<file path="src/rtl/uart_tx_scheduler_pkg.sv">
// Shared definitions for the UART transmit scheduler: byte width, FSM state
// encodings, source identifiers and the round-robin pick helper.
package uart_tx_scheduler_pkg;

  // Width of one UART payload byte.
  localparam int UART_BYTE_W = 8;

  // Scheduler FSM states, kept as plain constants so the encoding stays fixed.
  localparam logic [1:0] ST_IDLE      = 2'd0;
  localparam logic [1:0] ST_SEND      = 2'd1;
  localparam logic [1:0] ST_WAIT_BUSY = 2'd2;
  localparam logic [1:0] ST_WAIT_DONE = 2'd3;

  // Byte sources competing for the transmitter.
  typedef enum logic {
    SRC_KB  = 1'b0,
    SRC_RPT = 1'b1
  } src_e;

  // Pick the next source: when both are ready, the one not granted last wins.
  function automatic src_e rr_pick(input logic kb_rdy, input logic rpt_rdy,
                                   input src_e last_src);
    if (kb_rdy && rpt_rdy) begin
      return (last_src == SRC_KB) ? SRC_RPT : SRC_KB;
    end else if (rpt_rdy) begin
      return SRC_RPT;
    end else begin
      return SRC_KB;
    end
  endfunction

endpackage

</file>
<file path="src/rtl/uart_tx_scheduler_sync_byte_fifo.sv">
// sync_byte_fifo: single-clock byte FIFO with full/empty flags.
// Read data is show-ahead (head entry always visible) so the scheduler can
// latch it in the same cycle it pops. A pop frees its slot before the push in
// the same cycle, so push+pop while full is accepted; pop while empty is ignored.
module sync_byte_fifo
  import uart_tx_scheduler_pkg::*;
#(
  parameter int DEPTH = 16
) (
  input  logic                   clk,
  input  logic                   rst_n,
  input  logic                   push,
  input  logic [UART_BYTE_W-1:0] wr_data,
  input  logic                   pop,
  output logic [UART_BYTE_W-1:0] rd_data,
  output logic                   full,
  output logic                   empty
);

  localparam int AW = $clog2(DEPTH);

  logic [UART_BYTE_W-1:0] mem [DEPTH];
  logic [AW:0]            wr_ptr_reg;
  logic [AW:0]            rd_ptr_reg;
  logic                   pop_ok;
  logic                   push_ok;

  // Pointers carry one extra wrap bit to tell full from empty.
  assign empty   = (wr_ptr_reg == rd_ptr_reg);
  assign full    = (wr_ptr_reg[AW] != rd_ptr_reg[AW]) &&
                   (wr_ptr_reg[AW-1:0] == rd_ptr_reg[AW-1:0]);
  assign pop_ok  = pop && !empty;
  assign push_ok = push && (!full || pop_ok);
  assign rd_data = mem[rd_ptr_reg[AW-1:0]];

  // Storage write; contents need no reset since pointers define validity.
  always_ff @(posedge clk) begin
    if (push_ok) begin
      mem[wr_ptr_reg[AW-1:0]] <= wr_data;
    end
  end

  // Pointer advance on accepted push and pop.
  always_ff @(posedge clk or negedge rst_n) begin
    if (!rst_n) begin
      wr_ptr_reg <= '0;
      rd_ptr_reg <= '0;
    end else begin
      if (push_ok) begin
        wr_ptr_reg <= wr_ptr_reg + 1'b1;
      end
      if (pop_ok) begin
        rd_ptr_reg <= rd_ptr_reg + 1'b1;
      end
    end
  end

endmodule

</file>
<file path="src/rtl/uart_tx_scheduler.sv">
// uart_tx_scheduler: merges a keyboard byte stream (buffered in a FIFO) and a
// packetised report stream onto one UART transmitter. Packets are arbitrated
// round-robin; an open report packet locks the grant until its last byte.
// A new byte is only granted while the transmitter reports not busy.
// Optional macro UART_TX_DROP_COUNT_EN adds the dropCount output, a saturating
// count of keyboard bytes discarded because the FIFO was full.
module uart_tx_scheduler
  import uart_tx_scheduler_pkg::*;
#(
  parameter int KB_FIFO_DEPTH = 16,
  parameter int BUSY_WAIT_MAX = 4
) (
  input  logic                   clk,
  input  logic                   rst,
  input  logic                   kbValid,
  input  logic [UART_BYTE_W-1:0] kbData,
  input  logic                   rptValid,
  input  logic [UART_BYTE_W-1:0] rptData,
  input  logic                   rptLast,
  output logic                   rptReady,
  output logic                   txStart,
  output logic [UART_BYTE_W-1:0] txData,
  input  logic                   txBusy,
  output logic                   kbFifoFull
`ifdef UART_TX_DROP_COUNT_EN
  ,
  output logic [15:0]            dropCount
`endif
);

  localparam int WCW = (BUSY_WAIT_MAX > 1) ? $clog2(BUSY_WAIT_MAX) : 1;
  localparam logic [WCW-1:0] WAIT_LAST = WCW'(BUSY_WAIT_MAX - 1);

  logic [1:0]             state_reg;
  logic [1:0]             state_next;
  logic [WCW-1:0]         wait_cnt_reg;
  logic [UART_BYTE_W-1:0] tx_data_reg;
  src_e                   last_src_reg;
  logic                   pkt_open_reg;
  logic                   armed_reg;

  logic [UART_BYTE_W-1:0] kb_head;
  logic                   kb_full;
  logic                   kb_empty;
  logic                   kb_rdy;
  logic                   rpt_rdy;
  logic                   can_grant;
  src_e                   grant_src;
  logic                   kb_pop;
  logic                   rpt_take;
  logic                   wait_last;

  sync_byte_fifo #(
    .DEPTH(KB_FIFO_DEPTH)
  ) u_kb_fifo (
    .clk    (clk),
    .rst_n  (rst),
    .push   (kbValid),
    .wr_data(kbData),
    .pop    (kb_pop),
    .rd_data(kb_head),
    .full   (kb_full),
    .empty  (kb_empty)
  );

  // Grant decision: an open report packet masks the keyboard source; armed_reg
  // keeps every handshake quiet until one full cycle after reset release.
  always_comb begin
    kb_rdy    = !kb_empty && !pkt_open_reg;
    rpt_rdy   = rptValid;
    can_grant = (state_reg == ST_IDLE) && armed_reg && !txBusy && (kb_rdy || rpt_rdy);
    grant_src = rr_pick(kb_rdy, rpt_rdy, last_src_reg);
    kb_pop    = can_grant && (grant_src == SRC_KB);
    rpt_take  = can_grant && (grant_src == SRC_RPT);
  end

  assign wait_last  = (wait_cnt_reg == WAIT_LAST);
  assign rptReady   = rpt_take;
  assign txStart    = (state_reg == ST_SEND);
  assign txData     = tx_data_reg;
  assign kbFifoFull = kb_full;

  // Next-state logic for IDLE -> SEND -> WAIT_BUSY -> WAIT_DONE -> IDLE.
  always_comb begin
    state_next = state_reg;
    case (state_reg)
      ST_IDLE: begin
        if (can_grant) begin
          state_next = ST_SEND;
        end
      end
      ST_SEND: begin
        state_next = ST_WAIT_BUSY;
      end
      ST_WAIT_BUSY: begin
        if (txBusy) begin
          state_next = ST_WAIT_DONE;
        end else if (wait_last) begin
          // Transmitter never acknowledged; treat the byte as sent.
          state_next = ST_IDLE;
        end
      end
      ST_WAIT_DONE: begin
        if (!txBusy) begin
          state_next = ST_IDLE;
        end
      end
      default: begin
        state_next = ST_IDLE;
      end
    endcase
  end

  // State register and busy-wait timeout counter.
  always_ff @(posedge clk or negedge rst) begin
    if (!rst) begin
      state_reg    <= ST_IDLE;
      wait_cnt_reg <= '0;
    end else begin
      state_reg <= state_next;
      if (state_reg == ST_SEND) begin
        wait_cnt_reg <= '0;
      end else if ((state_reg == ST_WAIT_BUSY) && !txBusy && !wait_last) begin
        wait_cnt_reg <= wait_cnt_reg + 1'b1;
      end
    end
  end

  // Grant bookkeeping: latch the byte, remember the winner, track packet lock.
  always_ff @(posedge clk or negedge rst) begin
    if (!rst) begin
      tx_data_reg  <= '0;
      last_src_reg <= SRC_RPT;
      pkt_open_reg <= 1'b0;
      armed_reg    <= 1'b0;
    end else begin
      armed_reg <= 1'b1;
      if (kb_pop) begin
        tx_data_reg  <= kb_head;
        last_src_reg <= SRC_KB;
      end else if (rpt_take) begin
        tx_data_reg  <= rptData;
        last_src_reg <= SRC_RPT;
        pkt_open_reg <= !rptLast;
      end
    end
  end

`ifdef UART_TX_DROP_COUNT_EN
  logic        kb_drop;
  logic [15:0] drop_cnt_reg;

  // A keyboard byte is lost when the FIFO is full and no pop frees a slot.
  assign kb_drop   = kbValid && kb_full && !kb_pop;
  assign dropCount = drop_cnt_reg;

  // Saturating discarded-byte counter.
  always_ff @(posedge clk or negedge rst) begin
    if (!rst) begin
      drop_cnt_reg <= '0;
    end else if (kb_drop && (drop_cnt_reg != 16'hFFFF)) begin
      drop_cnt_reg <= drop_cnt_reg + 16'd1;
    end
  end
`endif

endmodule

</file>
<file path="config.mk">
export PLATFORM = sky130hd
export DESIGN_NAME = uart_tx_scheduler
export DESIGN_NICKNAME = d
export VERILOG_FILES = /design/src/rtl/uart_tx_scheduler_pkg.sv /design/src/rtl/uart_tx_scheduler_sync_byte_fifo.sv /design/src/rtl/uart_tx_scheduler.sv
export SDC_FILE = /design/constraint.sdc
export NUM_CORES = 1
export LEC_CHECK = 0
export CAP_MARGIN = 0
export CORE_ASPECT_RATIO = 0.7
export CORE_MARGIN = 1.5
export CORE_UTILIZATION = 64
export DETAILED_ROUTE_END_ITERATION = 12
export GPL_ROUTABILITY_DRIVEN = 0
export GPL_TIMING_DRIVEN = 0
export PLACE_DENSITY = 0.86
export SETUP_SLACK_MARGIN = 0.4
export SLEW_MARGIN = 5
export SYNTH_ARGS = -nofsm -noshare
export SYNTH_HDL_FRONTEND = slang
export SYNTH_SLANG_ARGS = --single-unit
export TNS_END_PERCENT = 5
</file>
<file path="constraint.sdc">
create_clock -name clk -period 6.7 [get_ports clk]
set_clock_uncertainty 0.15 [all_clocks]
set_input_delay 0.67 -clock clk [delete_from_list [all_inputs] [get_ports clk]]
set_output_delay 0.67 -clock clk [all_outputs]
set_load 0.02 [all_outputs]
</file>
==> results of run 1 <==
-- cells by family (layout without fill, tap and decap cells) --
kind of cell,after synthesis,after routing,share of synthesized area [%]
flip-flops,153,153,71.56
multiplexers,57,57,12.36
AO/OA/AOI/OAI,54,54,6.629
AND/OR/NAND/NOR,52,52,4.346
buffers and inverters,21,83,1.882
XOR/XNOR,14,14,1.963
adder cells (fa/ha/maj),6,6,1.202
other,1,1,0.06003
-- stage by stage --
| stage | hold WS [ns] | utilization (%) | cells | power [W] | instance area (µm²) |
|---|---|---|---|---|---|
| floorplan | 0.2244 | - | 358 | 0.001781 | 6247 |
| global placement | 0.3450 | 72.66 | 514 | 0.002000 | 6723 |
| detailed placement | 0.3470 | 72.66 | 514 | 0.002034 | 6723 |
| CTS | 0.3642 | 79.45 | 544 | 0.003070 | 7351 |
| global route | 0.3780 | 79.45 | 544 | 0.003177 | 7351 |
| finish | 0.3628 | 79.45 | 544 | 0.003082 | 7351 |
-- power by group --
part / switching, W / leakage (nW) / internal (W)
logic: 0.000452 / 0.743 / 0.000331
clock network: 0.000373 / 0.308 / 0.000659
registers: 0.0000874 / 1.47 / 0.00118
total: 0.000913 / 2.52 / 0.00217
-- layout make-up --
type,count,area [µm²]
fill,468,1902
buffer,18,106.4
multi-input combinational,184,1659
tap,124,155.1
sequential,153,4471
inverter,3,11.26
clock inverter,11,195.2
clock buffer,19,432.9
timing repair buffer,32,320.3
-- metal layers --
metal  wire, µm  up-vias
li1           -     1515
met2       6397      246
met5          0        -
met4        324        0
met1       5528     1760
met3       1377       26
-- cells in the final DEF, fill, tap and decap left out, drive strengths merged --
| master | synthesis | routed |
|---|---|---|
| nor2 | 20 | 20 |
| inv | 3 | 5 |
| nor4 | 1 | 1 |
| nand2b | 5 | 5 |
| mux4 | 16 | 16 |
| a22o | 2 | 2 |
| o311ai | 2 | 2 |
| dfstp | 1 | 1 |
| o21ai | 5 | 5 |
| o31a | 1 | 1 |
| a211oi | 8 | 8 |
| edfxtp | 128 | 128 |
| nor2b | 4 | 4 |
| xor2 | 5 | 5 |
| clkinv | 0 | 4 |
| buf | 15 | 15 |
| nor3 | 4 | 4 |
| a21oi | 10 | 10 |
| conb | 1 | 1 |
| dfrtp | 24 | 24 |
| nor4b | 1 | 1 |
| ha | 6 | 6 |
| a22oi | 16 | 16 |
| xnor2 | 9 | 9 |
| clkdlybuf4s50 | 0 | 32 |
| nand3 | 3 | 3 |
| nand2 | 10 | 10 |
| clkbuf | 3 | 22 |
| a221o | 8 | 8 |
| mux2i | 40 | 40 |
| nand4 | 2 | 2 |
| nor3b | 1 | 1 |
| mux2 | 1 | 1 |
| a21o | 2 | 2 |
| bufinv | 0 | 5 |
| and2 | 1 | 1 |
-- worst paths after layout --
kind,from,cells past startpoint,end
hold reg to reg,txData[3],1,txData[3]
setup reg to reg,state_reg[0],5,u_kb_fifo.mem[1][1]
hold / removal,txData[3],1,txData[3]
max in group asynchronous,rst,1,u_kb_fifo.wr_ptr_reg[3]
min in group asynchronous,rst,1,u_kb_fifo.rd_ptr_reg[3]
setup / recovery,txBusy,6,rptReady
-- worst max-delay path: stages --
cell and delay [ns]:
clkdlybuf4s50_1 0.51, nor4b_4 0.41, nand3_1 0.12, o21ai_0 0.29
buf_2 0.30, clkdlybuf4s50_1 0.64
==> results.cfg, run 1 <==
[detailed_routing]
vias = 3547
first_pass_iters = 4
drc = 0
drt-initial-drc-count = 395
viasPerCell = 6.520
wl_per_cell_um = 25.05
ant_nets = 0
routed_wl_mm = 13.63

[grt]
use_met1_pct = 39.31
grt_overflow = 0
grt_busiest_layer = met2
gr-usage-all-layers_pct = 28.63
use_met2_pct = 43.65
antenna_found_initial = 0
grt_pass1_wl_mm = 20.54
grt_use_met3_pct = 9.309
grt_max_degree = 26
grt_pass1_vias = 3569

[layout]
areaGrowthSynthToFinish_pct = 17.66
fin_nets = 437
largest_reg_flops = 128
antenna-diode-count = 0
drive_gt1_share_pct = 15.95

[timing]
setup_tns_ns = 0
rsz0062_at_grt = false
fin_crit_ns = 3.757
slew_viol_final = 0
setup-violations-final = 0
timing.slew.headroom_pct = 11.70
tightest_slew_ns = 1.314
finalCritPeriodShare_pct = 56.07
timing.final.ws_setup_ns = 2.943
hold_viol_final = 0
max_freq_mhz = 266.2

[worst_setup_path]
crit_path_start_kind = input pin
crit_arrival_ns = 2.94
required_ns = 5.88
ff2ff_setup_slack_ns = 3.42
critical_path_class = input pin to output pin
cp-end-kind = output pin
crit_fanout = 10

[die]
ios = 33
start_util_pct = 67.52
die-area_um2 = 10370
rows = 29
die_w_um = 121.1
core-area_um2 = 9253
die_h_um = 85.66

[clock_tree]
cts_tree = built
cts_buffers = 17
postCtsSetupRepairBufs = 0
cts_hold_buffers = 0
htree_levels = 4
clock_sink_count = 153
clkLatencyLatePin_ns = 0.42
clockBufferDepth = 2
cts_resized = 0
clk_pin_slew_ns = 0.06
root_buffer = clkbuf_16

[synthesis]
synth_top_area_share_pct = 61.53
synth_edf_count = 128
synth.distinct_cells = 38
yosysMostFrequentCell = edfxtp_1
yosys-top-cells-area = edfxtp_1 (62%), dfrtp_1 (9.6%), mux2i_1 (6.4%)
synth_common_cells = edfxtp_1 (128), mux2i_1 (40), dfrtp_1 (24)
synth_seq_area_share_pct = 71.56
yosysWarnings = 0
avgSynthCellArea_um2 = 17.45
synthFlopType = edfxtp_1
ys_async_sr_fraction_pct = 16.34
netlist_area_um2 = 6247
yosys.area.top_type = edfxtp_1
ys_ff_latch = 153
syn_inst = 358
syn_nets = 386

[flow_run]
maxCapViolCount = 0

[power]
irDropWorstVdd_v = 0.0002831
leakage_nw = 2.517
p_per_area_nw_per_um2 = 419.2

[placed_design]
port_buffers = 32
post-place-ws_ns = 2.840
dp_hpwl_mm = 8.152

[min_path]
hold_path.class = flop to flop

[status]
status = complete, no violations
Power figures use the tool's default switching activity.
==> run 2, diff against run 1 <==
--- a/config.mk
+++ b/config.mk
@@ -8,11 +8,11 @@
 export CAP_MARGIN = 0
 export CORE_ASPECT_RATIO = 0.7
 export CORE_MARGIN = 1.5
-export CORE_UTILIZATION = 64
+export CORE_UTILIZATION = 59
 export DETAILED_ROUTE_END_ITERATION = 12
 export GPL_ROUTABILITY_DRIVEN = 0
 export GPL_TIMING_DRIVEN = 0
-export PLACE_DENSITY = 0.86
+export PLACE_DENSITY = 0.81
 export SETUP_SLACK_MARGIN = 0.4
 export SLEW_MARGIN = 5
 export SYNTH_ARGS = -nofsm -noshare
==> constraint.sdc (replaced) <==
create_clock -name clk -period 3.6 [get_ports clk]
set_clock_uncertainty 0.15 [all_clocks]
set_input_delay 0.36 -clock clk [delete_from_list [all_inputs] [get_ports clk]]
set_output_delay 0.36 -clock clk [all_outputs]
set_load 0.02 [all_outputs]
==> results.cfg, run 2 (synthesized netlist as in run 1, its figures left out) <==
[clock_tree]
clockBufferDepth = 2
clkLatencyLatePin_ns = 0.43
postCtsSetupRepairBufs = 0
clk_pin_slew_ns = 0.06
cts_hold_buffers = 0
htree_levels = 4
clock_sink_count = 153
root_buffer = clkbuf_16
cts_tree = built
cts_buffers = 17

[detailed_routing]
ant_nets = 0
drt-initial-drc-count = 378
vias = 3352
viasPerCell = 6.051
first_pass_iters = 9
wl_per_cell_um = 21.69
routed_wl_mm = 12.01
drc = 7

[layout]
antenna-diode-count = 0
most-common-layout-cells = edfxtp_1 (128), mux2i_1 (40), clkdlybuf4s50_1 (32)
largest_reg_flops = 128
areaGrowthSynthToFinish_pct = 16.54
drive_gt1_share_pct = 16.59
layout_commonest_cell = edfxtp_1
fin_nets = 437
fillers = 640

[status]
status = finished with violations
violations = design-rule violations

[timing]
max_freq_mhz = 316.6
hold_viol_final = 0
whs_ns = 0.3559
setup-violations-final = 0
slew_viol_final = 0
rsz0062_at_grt = true
finalCritPeriodShare_pct = 87.75
setup_tns_ns = 0
timing.slew.headroom_pct = 13.14
fin_crit_ns = 3.159
timing.final.ws_setup_ns = 0.4410
tightest_slew_ns = 1.293

[grt]
gr-usage-all-layers_pct = 23.43
antenna_found_initial = 0
grt_pass1_vias = 3339
grt_max_degree = 26
grt_pass1_wl_mm = 18.61
grt_overflow = 0

[placed_design]
post-place-ws_ns = 0.1238
dp_hpwl_mm = 8.011
port_buffers = 32

[worst_setup_path]
crit_path_start_kind = flop
cp-end-kind = flop
required_ns = 3.47
crit_arrival_ns = 3.03
crit_fanout = 8
r2r_cells = 5
critical_path_class = flop to flop
ff2ff_setup_slack_ns = 0.44
reg2reg_to = u_kb_fifo.mem[0][4]
r2r-start = state_reg[0]

[power]
leakage_nw = 2.466
p_per_area_nw_per_um2 = 738.6
irDropWorstVdd_v = 0.0005483
power_w = 0.005377

[die]
ios = 33
die_w_um = 126.0
core-area_um2 = 10320
start_util_pct = 60.55
die-area_um2 = 11220
rows = 31
die_h_um = 89.09

[min_path]
hold_path.class = input pin to flop
holdCritStartpoint = rptLast
hold_end = pkt_open_reg
hold_depth = 2

[flow_run]
maxCapViolCount = 0
## run 2: changes by cell type in the layout (fill, tap and decap cells not counted), moves of 2 or more
cell	before	now
bufinv_16	5	0
clkinvlp_4	0	4
clkbuf_1	4	2
clkinv_1	0	2
inv_8	0	2
## run 2: power breakdown
| group | total (W) | internal, W | switching [W] | leakage, nW |
|---|---|---|---|---|
| clock network | 0.00162 | 0.000892 | 0.000731 | 0.255 |
| registers | 0.00234 | 0.00219 | 0.000148 | 1.47 |
| logic | 0.00141 | 0.000618 | 0.000795 | 0.744 |
| total | 0.00538 | 0.00370 | 0.00168 | 2.47 |
## run 2: metrics by stage
stage               utilization, %  instances  area (µm²)
floorplan                        -        358        6247
global placement             65.26        522        6733
detailed placement           65.26        522        6733
CTS                          70.52        554        7276
global route                 70.57        554        7281
finish                       70.57        554        7281
## run 2: cell type report
type | count | area [µm²] | area share [%]
Timing Repair Buffer | 32 | 320.3 | 4.399
Clock inverter | 15 | 117.6 | 1.615
Sequential cell | 153 | 4471 | 61.40
Multi-Input combinational cell | 184 | 1664 | 22.86
Tap cell | 132 | 165.2 | 2.268
Clock buffer | 17 | 425.4 | 5.843
Buffer | 18 | 106.4 | 1.461
Inverter | 3 | 11.26 | 0.1547
## run 2: worst max-delay path: stages, from the launching register on
cell	delay, ns
dfrtp_1	0.48
nor4b_4	0.40
nor3b_4	0.33
o31a_2	0.25
nand2_1	0.15
nor3_1	1.00
## run 2: timing repair
| action | CTS | global route |
|---|---|---|
| pin swaps | 0 | 0 |
| gates resized for setup | 1 | 1 |
| endpoints found under the hold margin | 0 | 0 |
| setup endpoints to repair | 1 | 25 |
## run 2: worst max-delay path by stage
stage / from / depth (start not counted) / end
4_1_cts: state_reg[0] / 5 / u_kb_fifo.mem[0][4]
5_1_grt: state_reg[0] / 5 / u_kb_fifo.mem[0][4]
6_report: state_reg[0] / 5 / u_kb_fifo.mem[0][4]
3_5_place_dp: txBusy / 6 / u_kb_fifo.mem[1][0]
2_1_floorplan: state_reg[0] / 5 / u_kb_fifo.mem[0][0]
3_3_place_gp: txBusy / 6 / u_kb_fifo.mem[1][0]
## run 2: per-layer routing
metal	global-route usage, %	share of wire, %
met5	0	0
met4	8.046	0.55
met3	7.062	9.9
met2	34.87	45
met1	33.72	45
